[src/rtl/hilo_mult_unit.sv]
// Shift-add HI/LO multiplier for the MIPS EX stage; one product bit per cycle.
// Optional signed multiply (funct F_MULT) is enabled by defining SIGNED_MULT_EN.
module hilo_mult_unit #(
    parameter int unsigned WIDTH   = 32,
    parameter logic [5:0]  F_MULTU = 6'd25,
    parameter logic [5:0]  F_MULT  = 6'd24
) (
    input  logic             clk,
    input  logic             rst,
    input  logic             start,
    input  logic [5:0]       Funct,
    input  logic [WIDTH-1:0] a,
    input  logic [WIDTH-1:0] b,
    output logic             busy,
    output logic             done,
    output logic [WIDTH-1:0] hi,
    output logic [WIDTH-1:0] lo
);

    localparam int unsigned PW = 2 * WIDTH;
    localparam int unsigned CW = (WIDTH > 1) ? $clog2(WIDTH) : 1;

    typedef enum logic [1:0] {S_IDLE, S_BUSY, S_DONE} state_t;

    state_t           state_q, state_d;
    logic [PW-1:0]    mcand_q, mcand_d;
    logic [WIDTH-1:0] mplier_q, mplier_d;
    logic [PW-1:0]    acc_q, acc_d;
    logic [CW-1:0]    cnt_q, cnt_d;
    logic [WIDTH-1:0] hi_q, hi_d;
    logic [WIDTH-1:0] lo_q, lo_d;
    logic             busy_q, busy_d;
    logic             done_q, done_d;

    logic             accept;
    logic [WIDTH-1:0] op_a, op_b;
    logic [PW-1:0]    acc_sum;
    logic [PW-1:0]    product;

`ifdef SIGNED_MULT_EN
    logic sign_q, sign_d;
    logic is_signed;

    // Signed operands enter the datapath as magnitudes; the sign is reapplied at the end.
    assign is_signed = (Funct == F_MULT);
    assign accept    = start && ((Funct == F_MULTU) || is_signed);
    assign op_a      = (is_signed && a[WIDTH-1]) ? (WIDTH'(0) - a) : a;
    assign op_b      = (is_signed && b[WIDTH-1]) ? (WIDTH'(0) - b) : b;
    assign product   = sign_q ? (PW'(0) - acc_sum) : acc_sum;
`else
    assign accept    = start && (Funct == F_MULTU);
    assign op_a      = a;
    assign op_b      = b;
    assign product   = acc_sum;
`endif

    assign acc_sum = acc_q + (mplier_q[0] ? mcand_q : PW'(0));

    always_comb begin
        state_d  = state_q;
        mcand_d  = mcand_q;
        mplier_d = mplier_q;
        acc_d    = acc_q;
        cnt_d    = cnt_q;
        hi_d     = hi_q;
        lo_d     = lo_q;
        busy_d   = busy_q;
        done_d   = 1'b0;
`ifdef SIGNED_MULT_EN
        sign_d   = sign_q;
`endif
        case (state_q)
            S_IDLE, S_DONE: begin
                if (accept) begin
                    mcand_d  = PW'(op_a);
                    mplier_d = op_b;
                    acc_d    = '0;
                    cnt_d    = '0;
                    state_d  = S_BUSY;
                    busy_d   = 1'b1;
`ifdef SIGNED_MULT_EN
                    sign_d   = is_signed && (a[WIDTH-1] ^ b[WIDTH-1]);
`endif
                end else begin
                    state_d = S_IDLE;
                    busy_d  = 1'b0;
                end
            end
            S_BUSY: begin
                acc_d    = acc_sum;
                mcand_d  = mcand_q << 1;
                mplier_d = mplier_q >> 1;
                cnt_d    = cnt_q + CW'(1);
                // HI/LO are only touched on the last iteration so mfhi/mflo stay stable.
                if (cnt_q == CW'(WIDTH - 1)) begin
                    hi_d    = product[PW-1:WIDTH];
                    lo_d    = product[WIDTH-1:0];
                    state_d = S_DONE;
                    busy_d  = 1'b0;
                    done_d  = 1'b1;
                end
            end
            default: begin
                state_d = S_IDLE;
                busy_d  = 1'b0;
            end
        endcase
    end

    always_ff @(posedge clk or posedge rst) begin
        if (rst) begin
            state_q  <= S_IDLE;
            mcand_q  <= '0;
            mplier_q <= '0;
            acc_q    <= '0;
            cnt_q    <= '0;
            hi_q     <= '0;
            lo_q     <= '0;
            busy_q   <= 1'b0;
            done_q   <= 1'b0;
`ifdef SIGNED_MULT_EN
            sign_q   <= 1'b0;
`endif
        end else begin
            state_q  <= state_d;
            mcand_q  <= mcand_d;
            mplier_q <= mplier_d;
            acc_q    <= acc_d;
            cnt_q    <= cnt_d;
            hi_q     <= hi_d;
            lo_q     <= lo_d;
            busy_q   <= busy_d;
            done_q   <= done_d;
`ifdef SIGNED_MULT_EN
            sign_q   <= sign_d;
`endif
        end
    end

    assign busy = busy_q;
    assign done = done_q;
    assign hi   = hi_q;
    assign lo   = lo_q;

endmodule

[config.mk]
export PLATFORM = sky130hd
export DESIGN_NAME = hilo_mult_unit
export DESIGN_NICKNAME = d
export VERILOG_FILES = /design/src/rtl/hilo_mult_unit.sv
export SDC_FILE = /design/constraint.sdc
export NUM_CORES = 1
export LEC_CHECK = 0
export CAP_MARGIN = 0
export CORE_UTILIZATION = 50
export CTS_CLUSTER_SIZE = 30
export DETAILED_ROUTE_END_ITERATION = 8
export PLACE_DENSITY = 0.75
export SLEW_MARGIN = 25
export SYNTH_ARGS = -nofsm -noshare
export SYNTH_HDL_FRONTEND = slang
export SYNTH_SLANG_ARGS = --single-unit
[constraint.sdc]
create_clock -name clk -period 7.7 [get_ports clk]
set_input_delay 1.155 -clock clk [delete_from_list [all_inputs] [get_ports clk]]
set_output_delay 1.155 -clock clk [all_outputs]
set_load 0.005 [all_outputs]
Yosys cells after proc, flatten, opt, wreduce, memory -nomap -nowiden
Index checks and enable logic that the tools add are counted.

Output and inout port bits: 66. Input port bits: 73. Flip-flop bits (word level): 233.

Reduce and logical (&&, ||, !) cells: 6. Add/sub/neg operators: 2. Mux-type cells: 17. Equal/unequal tests: 6.

Operator list (count): $pmux 64 s2 (2); $mux 64 (3); $add 64x64->64 (1); $pmux 32 s2 (1); $mux 32 (1); $pmux 5 s2 (1); $eq 6x5->1 const B (1); $add 5x1->5 const B (1); $eq 5x5->1 const B (1); $mux 1 (5); $mux 5 (1); $ne 2x2->1 const B (2); $pmux 2 s2 (1); $reduce_and 2->1 (2); $eq 2x1->1 const B (1); $eq 2x2->1 const B (1); $logic_not 2->1 (1); $mux 2 (1); $pmux 1 s2 (1); $reduce_bool 2->1 (1); $reduce_or 2->1 (1); $logic_and 1x1->1 (1).

Depth between registers and ports, before layout
Depth in word-level cells: 4. Mapped depth: 15. Gate-level depth less buffers: 14.

Worst setup path before layout
OpenSTA, ideal clock, no wires.

Kind: reg2reg. Start point: register mplier_q[0]. End point: register hi_q[25], in the netlist hi[25]. Slack: 4.348 ns. Library setup time: 0.130 ns. Data required time: 7.570 ns. Arrival: 3.222 ns. Buffers on the path: 2. Cell stages (with the launch flop): 16. Period minus slack after synthesis: 3.352 ns. Cell sequence: dfrtp_1 -> clkbuf_1 -> clkbuf_1 -> nand2_1 -> inv_1 -> ha_1 -> a211oi_1 -> o21bai_1 -> o311ai_0 -> a311oi_1 -> nor3_2 -> a31oi_1 -> a221oi_2 -> o21ai_1 -> xnor2_1 -> o21ai_0.

Cells in the longest elaborated chain, start to end: 2.

Ends and longest elaborated chain: from (decl) (RTL line 27) `logic [WIDTH-1:0] mplier_q, mplier_d;`; from (signal assigned) (RTL line 127) `mplier_q <= mplier_d;`; $mux 64 (RTL line 57) `assign acc_sum = acc_q + (mplier_q[0] ? mcand_q : PW'(0));`; $add 64x64->64 (RTL line 57); to (signal assigned) (RTL line 130) `hi_q <= hi_d;`; to (decl) (RTL line 30) `logic [WIDTH-1:0] hi_q, hi_d;`.

No other way between the ends. A chain may end at the register's enable or synchronous reset.

Final worst setup path
Start point: register mplier_q[0]. End point: register hi_q[28], in the netlist hi[28].

Same word-level chain as after synthesis.

==> impl_metrics.json <==
{
  "crit_buf_inv": 2,
  "cap_violations": 0,
  "dieArea_um2": 26700,
  "synth-edff-count": 0,
  "seqPwrFrac_pct": 41.1,
  "ys.warnings.count": 0,
  "insertion_delay_ps": 540,
  "core_um2": 25400,
  "p_int_mw": 2.90,
  "timing.critical_path.mode_cell": "o21ai_0",
  "wl_per_cell_um": 16.2,
  "tns_ps": 0,
  "clock_sinks": 232,
  "synth_flop_cell": "dfrtp_1",
  "p_clk_share_pct": 28.4,
  "vias": 10800,
  "min_to": "hi[4]$_DFFE_PP0P_",
  "drt_wl_total_um": 31000,
  "grt_max_degree": 131,
  "clkTransAtPathRegs_ps": 60,
  "hold_path_startpoint": "hi[4]$_DFFE_PP0P_",
  "rsz0062_at_grt": "false",
  "cts_hold_buf": 0,
  "grt.overflow.total": 0,
  "cts_buffers": 26,
  "finClkSkew_ps": 16.1,
  "synth.distinct_cells": 58,
  "drive_gt1_share_pct": 4.50,
  "synth_top_area_cell": "dfrtp_1",
  "drc": 0,
  "holdWs_ps": 476,
  "slew_headroom_pct": 30.4,
  "die_w_um": 163,
  "vdd_drop_max_mv": 0.151,
  "min_delay_path_depth": 2,
  "crit_chain": "buf_4, and2_1, ha_1, inv_1, fa_1, nor2b_1, o2111ai_1, a211oi_1, o21ai_0, a21oi_1, o211ai_1, o21ai_1, a311oi_1, xor2_1, o21ai_0",
  "clk_path_buf_depth": 3,
  "globalplace.congestion": 0.881,
  "instances_no_fill": 1908,
  "antenna_left": 0,
  "drt_first_pass_iters": 4,
  "finalSetupViolCount": 0,
  "ff2ff_path_depth": 15,
  "die_h_um": 163,
  "cts_resized": 0,
  "leakage_nw": 7.40,
  "critPathKind": "flop to flop",
  "pwr-share-comb_pct": 30.5,
  "area_growth_pct": 19.1,
  "period_share_pct": 61.2,
  "period_minus_slack_ps": 4710,
  "portBuffers": 138,
  "cts_max_level": 1,
  "synth-seq-cells": 232,
  "root_buffer": "clkbuf_16",
  "start_kind": "flop",
  "status": "finished clean",
  "reg2reg_to": "hi[28]$_DFFE_PP0P_",
  "post_cts.repair.setup_buffers": 0,
  "critPathArrivalTime_ps": 5110,
  "synth_cells": 1473,
  "std_cell_rows": 58,
  "place_inst": 1860,
  "grt_pass1_wl_um": 52000,
  "grt_pass1_vias": 10200,
  "hold_viol": 0,
  "path_delay_family": "compound AO/OA/AOI/OAI gates",
  "syn_avg_cell_area_um2": 8.84,
  "max_freq_ghz": 0.212,
  "synth_area_leaders": "dfrtp_1 45%, o21ai_0 9.0%, nand2_1 7.8%, ha_1 6.2%, mux2i_1 4.8%",
  "antenna_found_initial": 0,
  "dp_hpwl_um": 21700,
  "critPathRequiredTime_ps": 8090,
  "diodes": 0,
  "crit_path_end_kind": "flop",
  "switching_power_mw": 1.66,
  "hold_class": "flop to flop",
  "max_stage_delay_ps": 780,
  "slowest_stage": "dfrtp_1",
  "ios": 139,
  "worst_slew_pin_slew_ps": 1040,
  "initial_core_util_pct": 51.3,
  "cts_tree": "yes",
  "synth_nets": 1612,
  "async_reset_ff_share_pct": 100,
  "synth_area_um2": 13000,
  "ff2ff_setup_slack_ps": 2990,
  "yosysTopAreaCellShare_pct": 44.6,
  "drt_iter0_markers": 726,
  "slew_viol_final": 0,
  "critPathMaxFanout": 44,
  "ys_seq_area_share_pct": 44.6,
  "r2r_start": "mplier_q[0]$_DFFE_PP0P_",
  "power_density_nw_per_um2": 294,
  "grt_usage_pct": 23.9,
  "via_per_inst": 5.66,
  "nets": 1697,
  "switching_share_pct": 36.3
}
-- registers in the layout, summed over array words and instances, names as in the netlist --
name and cells:
acc_q 64, mcand_q 64, hi 32, lo 32
mplier_q 32, cnt_q 5, state_q 2, done 1
-- cells in the mapped netlist, types with 4 or more instances --
library cell,count
or3_1,5
o211ai_1,6
nor2_1,29
a31oi_1,12
mux2i_1,62
nor3_1,4
or4_1,5
a21o_1,22
clkbuf_1,77
nand3_1,96
nand4_1,20
nand2_1,272
a221oi_1,5
o31ai_1,5
nor2b_1,6
and2_1,69
a21oi_1,73
inv_1,22
xor2_1,28
nor4_1,4
buf_1,11
o21a_1,6
o21ai_0,235
xnor2_1,35
o21bai_1,13
ha_1,65
dfrtp_1,232
nand2b_1,9
-- per-layer routing --
metal / global-route usage [%] / routed length (µm) / up-vias
met4: 5.61 / 499 / 0
met2: 37.3 / 14000 / 273
met3: 3.83 / 1970 / 37
met1: 34.6 / 14500 / 5132
li1: - / - / 5349
met5: 0 / 0 / -
-- power groups by stage --
stage | clock network, mW | registers (mW) | logic, mW
after detailed placement | 0 | 1.89 | 1.39
after global routing | 1.37 | 1.93 | 1.57
after CTS | 1.32 | 1.88 | 1.39
after floorplan | 0 | 1.78 | 1.07
final | 1.30 | 1.88 | 1.39
after global placement | 0 | 1.88 | 1.34
-- placed cells by master (no fill, tap or decap), types with 5 or more instances in the layout --
master / n
nand2_1: 270
o21ai_0: 235
dfrtp_1: 232
clkdlybuf4s50_1: 138
nand3_1: 96
a21oi_1: 73
and2_1: 69
ha_1: 65
mux2i_1: 62
xnor2_1: 35
nor2_1: 29
xor2_1: 28
clkbuf_16: 27
a21o_1: 22
inv_1: 21
nand4_1: 20
o21bai_1: 13
a31oi_1: 12
nand2b_1: 8
buf_4: 8
o211ai_1: 6
o21a_1: 6
nor2b_1: 5
o31ai_1: 5
or3_1: 5
a221oi_1: 5
or4_1: 5
clkinv_2: 5
-- worst max-delay path by stage --
stage / startpoint / to / slack (ps) / depth (start not counted)
floorplan: rst / acc_q[0]$_DFFE_PP0P_ / 180 / 1
global placement: mplier_q[0]$_DFFE_PP0P_ / hi[24]$_DFFE_PP0P_ / 3180 / 15
detailed placement: mplier_q[0]$_DFFE_PP0P_ / hi[24]$_DFFE_PP0P_ / 3030 / 15
CTS: mplier_q[0]$_DFFE_PP0P_ / hi[28]$_DFFE_PP0P_ / 3020 / 15
global route: mplier_q[0]$_DFFE_PP0P_ / hi[28]$_DFFE_PP0P_ / 2530 / 15
finish: mplier_q[0]$_DFFE_PP0P_ / hi[28]$_DFFE_PP0P_ / 2990 / 15
-- worst min-delay path: stages, from the launching register on --
cell	delay, ps
dfrtp_1	340
nand2_1	40
o21ai_0	60
-- through the flow --
stage / setup slack, ps / cell area, µm² / util [%] / power (mW)
4_1_cts: 3020 / 15500 / 61.1 / 4.59
3_5_place_dp: 3030 / 14600 / 57.5 / 3.28
2_1_floorplan: 184 / 13000 / - / 2.85
6_report: 2990 / 15500 / 61.1 / 4.56
5_1_grt: 2530 / 15500 / 61.1 / 4.88
3_3_place_gp: 3180 / 14600 / 57.4 / 3.22
-- logic make-up after synthesis --
group,count (synthesis),synth area share [%]
and+or+nand+nor,530,19.0
AOI/OAI and AO/OA,407,17.7
muxes,63,4.85
buffers and inverters,112,3.25
xor gates and xnor gates,63,4.24
DFF,232,44.6
adders and majority gates,66,6.40
-- final cells by class --
class,count,area (µm²)
flip-flops and latches,232,5810
fillers,2216,9890
clock inverters,15,173
inverters,22,90.1
multi-input cells,1129,6840
repair buffers,147,1450
well taps,330,413
clock buffers,33,738
Power figures use the tool's default switching activity.
